File: src/rtl/clk_pc_monitor.sv
// Receive-side checker for the divided PC clock: synchronizes clk_pc_in,
// emits edge strobes, measures half/full periods and tracks lock/fault.
module clk_pc_monitor #(
   parameter int SYNC_STAGES = 2,
   parameter int CNT_W       = 8,
   parameter int EXP_HALF    = 4,
   parameter int TOL         = 0,
   parameter int LOCK_COUNT  = 4,
   parameter int TIMEOUT     = 32
) (
   input  logic             clk,
   input  logic             reset,
   input  logic             clk_pc_in,
   input  logic             clear_err,
   output logic             rise_pulse,
   output logic             fall_pulse,
   output logic [CNT_W-1:0] period,
   output logic             period_valid,
   output logic             locked,
   output logic [1:0]       state,
   output logic             err_glitch,
   output logic             err_slow,
   output logic             err_stall
);

   typedef enum logic [1:0] {
      IDLE   = 2'd0,
      ACQ    = 2'd1,
      LOCKED = 2'd2,
      FAULT  = 2'd3
   } state_t;

   localparam int GW = $clog2(LOCK_COUNT + 1);
   localparam logic [CNT_W-1:0] CMAX = '1;
   localparam logic [CNT_W-1:0] LO   = CNT_W'(EXP_HALF - TOL);
   localparam logic [CNT_W-1:0] HI   = CNT_W'(EXP_HALF + TOL);
   localparam logic [CNT_W-1:0] TMO  = CNT_W'(TIMEOUT - 1);
   localparam logic [GW-1:0]    LAST = GW'(LOCK_COUNT - 1);

   logic [SYNC_STAGES-1:0] sync_q;
   logic                   lvl;
   logic                   lvl_d;
   logic                   rise_det;
   logic                   fall_det;
   logic [CNT_W-1:0]       half_cnt;
   logic [CNT_W-1:0]       per_cnt;
   logic                   have_rise;
   logic [GW-1:0]          good_cnt;
   state_t                 st;
   logic                   strobe;
   logic                   short_h;
   logic                   long_h;
   logic                   good_h;
   logic                   timeout;
   logic                   clr_go;

   assign state    = st;
   assign rise_det = lvl & ~lvl_d;
   assign fall_det = ~lvl & lvl_d;
   assign strobe   = rise_pulse | fall_pulse;
   assign short_h  = half_cnt < LO;
   assign long_h   = half_cnt > HI;
   assign good_h   = ~short_h & ~long_h;
   assign timeout  = ~strobe & (half_cnt == TMO);
   assign clr_go   = clear_err & (st == FAULT);

   always_ff @(posedge clk or negedge reset) begin
      if (!reset) begin
         sync_q     <= '0;
         lvl        <= 1'b0;
         lvl_d      <= 1'b0;
         rise_pulse <= 1'b0;
         fall_pulse <= 1'b0;
      end else begin
         sync_q     <= {sync_q[SYNC_STAGES-2:0], clk_pc_in};
         lvl        <= sync_q[SYNC_STAGES-1];
         lvl_d      <= lvl;
         rise_pulse <= rise_det;
         fall_pulse <= fall_det;
      end
   end

   // Runs one cycle ahead of the strobes so period lands with rise_pulse
   always_ff @(posedge clk or negedge reset) begin
      if (!reset) begin
         per_cnt      <= '0;
         have_rise    <= 1'b0;
         period       <= '0;
         period_valid <= 1'b0;
      end else begin
         period_valid <= rise_det & have_rise & ~clr_go;
         if (rise_det) begin
            if (have_rise && !clr_go) period <= per_cnt;
            per_cnt   <= CNT_W'(1);
            have_rise <= 1'b1;
         end else if (clr_go) begin
            per_cnt   <= '0;
            have_rise <= 1'b0;
         end else if (per_cnt != CMAX) begin
            per_cnt <= per_cnt + 1'b1;
         end
      end
   end

   always_ff @(posedge clk or negedge reset) begin
      if (!reset) begin
         half_cnt   <= '0;
         good_cnt   <= '0;
         st         <= IDLE;
         locked     <= 1'b0;
         err_glitch <= 1'b0;
         err_slow   <= 1'b0;
         err_stall  <= 1'b0;
      end else begin
         if (clr_go) half_cnt <= '0;
         else if (strobe) half_cnt <= CNT_W'(1);
         else if (half_cnt != CMAX) half_cnt <= half_cnt + 1'b1;

         if (clr_go) begin
            st         <= IDLE;
            locked     <= 1'b0;
            good_cnt   <= '0;
            err_glitch <= 1'b0;
            err_slow   <= 1'b0;
            err_stall  <= 1'b0;
         end else begin
            if (timeout) err_stall <= 1'b1;
            unique case (st)
               IDLE: begin
                  if (strobe) begin
                     st       <= ACQ;
                     good_cnt <= '0;
                  end
               end
               ACQ: begin
                  if (timeout) begin
                     st <= FAULT;
                  end else if (strobe) begin
                     if (!good_h) begin
                        good_cnt <= '0;
                     end else if (good_cnt == LAST) begin
                        st     <= LOCKED;
                        locked <= 1'b1;
                     end else begin
                        good_cnt <= good_cnt + 1'b1;
                     end
                  end
               end
               LOCKED: begin
                  if (strobe && short_h) err_glitch <= 1'b1;
                  if (strobe && long_h) err_slow <= 1'b1;
                  if (timeout || (strobe && !good_h)) begin
                     st     <= FAULT;
                     locked <= 1'b0;
                  end
               end
               FAULT: begin
               end
               default: begin
               end
            endcase
         end
      end
   end

endmodule
File: config.mk
export PLATFORM = sky130hd
export DESIGN_NAME = clk_pc_monitor
export DESIGN_NICKNAME = d
export VERILOG_FILES = /design/src/rtl/clk_pc_monitor.sv
export SDC_FILE = /design/constraint.sdc
export NUM_CORES = 1
export LEC_CHECK = 0
export CORE_ASPECT_RATIO = 0.9
export CORE_UTILIZATION = 55
export CTS_CLUSTER_SIZE = 24
export DETAILED_ROUTE_END_ITERATION = 12
export GPL_ROUTABILITY_DRIVEN = 0
export PLACE_DENSITY_LB_ADDON = 0.05
export SETUP_SLACK_MARGIN = 0.1
export SLEW_MARGIN = 25
export SYNTH_ARGS = -nofsm -noshare
export SYNTH_HDL_FRONTEND = slang
export SYNTH_SLANG_ARGS = --single-unit
File: constraint.sdc
create_clock -name clk -period 2.9 [get_ports clk]
set_clock_uncertainty 0.2 [all_clocks]
set_input_delay 0.87 -clock clk [delete_from_list [all_inputs] [get_ports clk]]
set_output_delay 0.87 -clock clk [all_outputs]
set_load 0.02 [all_outputs]
==> flow_summary_export.csv <==
group,metric,value,unit
run_status,run_status,"completed",
sta,setup_violations,0,
clocking,cts-hold-fix-buffers,0,
logic_synthesis,syn_inst,196,
die,die_x,64.7,µm
logic_synthesis,synth_common_cells,"dfrtp_1 (41), nand2_1 (32), nor2_1 (20)",
routing,drt-wirelength-per-cell,14.5,µm
sta,holdWs,0.160,ns
logic_synthesis,netlist_top_cells_area,"dfrtp_1 (53%), nand2_1 (6.2%), ha_1 (5.8%)",
routing,routed_wl,3.84,mm
final_layout,syn_to_final_growth,18.8,%
routing,dr.pass1.iters,4,
worst_setup_path,end_kind,"flop",
sta,max_slew_margin,41.4,%
sta,rsz0062_at_grt,"false",
die,num_rows,20,
clocking,postCtsSetupRepairBufs,0,
logic_synthesis,ys.flop_type,"dfrtp_1",
placed_design,io_buffers,20,
clocking,clk_latency,0.29,ns
logic_synthesis,syn_nets,209,
clocking,cts_root_buf,"clkbuf_8",
final_layout,final_util,68.5,%
worst_setup_path,criticalPathCategory,"in -> reg",
clocking,clk_pin_slew,0.08,ns
logic_synthesis,yosysMostFrequentCell,"dfrtp_1",
pwr,ir_drop,0.381,mV
worst_setup_path,cp_max_fo,2,
global_route,grt_pass1_wl,6.62,mm
worst_setup_path,required,2.91,ns
global_route,grt_pass1_vias,1503,
sta,finalHoldViolCount,0,
clocking,cts_tree,"done",
final_layout,final_cells,265,
logic_synthesis,avgSynthCellArea,9.94,µm²
die,start_util,57.7,%
routing,post-route-drc-count,0,
clocking,htreeDepth,2,
global_route,antenna_found_initial,0,
final_layout,antennaDiodeCount,0,
global_route,overflow,0,
routing,vias,1529,
min_path,worstHoldPathType,"reg -> reg",
die,die_y,58.5,µm
worst_setup_path,crit_path_start_kind,"input port",
routing,detail-route-antenna-nets,0,
sta,fin_crit_sh,83.4,%
logic_synthesis,ys_ff_latch,41,
logic_synthesis,syn_area,0.00195,mm²
logic_synthesis,synth_edf_count,0,
clocking,cts_buffer_depth,2,
sta,maxSlewViolCount,0,
logic_synthesis,yosysWarnings,0,
pwr,p_leak,1.07,nW
global_route,grt_max_degree,42,
final_layout,drive_gt1_share,8.14,%
clocking,cts_sinks,41,
die,coreArea,0.00338,mm²
die,die_area,0.00378,mm²
global_route,grt_use_total,23.2,%
clocking,numCtsBuffers,5,
sta,max_freq,414,MHz
placed_design,hpwl,2.86,mm
logic_synthesis,synthArstFlopShare,100,%
sta,worst_pin_slew,0.879,ns
logic_synthesis,synth_cell_type_count,39,
placed_design,placed_cells,257,
logic_synthesis,synth_area_leader_cell,"dfrtp_1",
worst_setup_path,crit_arrival,2.43,ns
logic_synthesis,seq_area_frac_synth,52.7,%
run,cap_violations,0,
routing,avgViaCountPerCell,5.77,
die,io_pins,21,
clocking,cts_resized,0,
sta,layout_min_cycle_time,2.42,ns
final_layout,final_nets,233,
sta,tns,0,ns
pwr,p_per_area,867,mW/mm²
routing,first_iter_violations,74,
logic_synthesis,synth_top_cell_area_share,52.7,%
final_layout,fillers,281,
==> report_power, final <==
part / internal, mW / switching (mW)
registers: 0.695 / 0.114
logic: 0.318 / 0.406
clock network: 0.280 / 0.192
total: 1.29 / 0.712
==> metal layers <==
layer  global-route usage (%)  share of wire [%]  wire length [µm]  vias to the layer above
li1                         -                  -                 -                      732
met1                     31.8                 47              1820                      742
met2                     35.6                 46              1780                       51
met3                     5.43                5.6               214                        4
met4                     9.84               0.55                21                        0
met5                        0                  0                 0                        -
==> placed cells by master (no fill, tap or decap), drive strengths merged, types with 2 or more instances in the layout <==
master | netlist | final
ha | 9 | 9
o21ai | 7 | 7
clkbuf | 4 | 6
a31oi | 9 | 9
nand4 | 3 | 3
mux2i | 2 | 2
dfrtp | 41 | 41
buf | 1 | 3
nor2 | 20 | 20
nand3 | 8 | 8
or3 | 2 | 2
a211oi | 6 | 6
nor4 | 2 | 2
nand2b | 2 | 2
inv | 11 | 11
nand2 | 32 | 32
clkdlybuf4s50 | 0 | 19
xnor2 | 3 | 3
nor2b | 2 | 2
a22o | 2 | 2
and3 | 3 | 3
o22ai | 2 | 2
a21oi | 6 | 6
nor3 | 5 | 5
==> worst paths after layout <==
path,start,to,slack (ns),cells past startpoint
setup reg to reg,state[0],state[1],0.59,7
hold / removal,sync_q[1],lvl,0.16,0
min in group asynchronous,reset,state[1],0.50,1
max in group asynchronous,reset,per_cnt[3],1.45,1
hold reg to reg,sync_q[1],lvl,0.16,0
setup / recovery,clear_err,state[1],0.48,6
==> stage by stage <==
step	setup slack, ns	area (µm²)	total power, mW
floorplan	0.667	1950	1.27
global placement	0.270	2190	1.49
detailed placement	0.203	2190	1.54
CTS	0.496	2310	2.01
global route	0.403	2310	2.13
finish	0.483	2310	2.00
==> worst max-delay path: stages <==
cell	delay, ns
clkdlybuf4s50_1	0.48
nand2_1	0.11
a2111oi_4	0.30
nor4_1	0.12
or3_4	0.39
o22ai_2	0.15
==> flip-flops by register name, indices dropped and copies added, names as in the netlist, 2 cells and up <==
signal and flops:
good_cnt 3, half_cnt 8, per_cnt 8, period 8, state 2, sync_q 2
==> area by class of cell <==
cell class | instances | area (µm²) | area share, %
multi-input combinational | 138 | 857 | 37.0
timing repair buffer | 22 | 210 | 9.09
clock inverter | 2 | 37.5 | 1.62
sequential | 41 | 1030 | 44.3
clock buffer | 6 | 82.6 | 3.57
tap | 44 | 55.1 | 2.38
inverter | 12 | 45.0 | 1.95
==> logic make-up (layout without fill, tap and decap cells) <==
kind of cell	count (synthesis)	in the layout	synth area share, %
adder cells (fa/ha/maj)	9	9	5.78
AND/OR/NAND/NOR	84	84	20.7
AO/OA/AOI/OAI	38	38	14.1
multiplexers	3	3	1.61
buffers and inverters	17	42	3.34
XOR/XNOR	4	4	1.80
flip-flops	41	41	52.7
No activity file was read; power rests on OpenSTA's default activity.
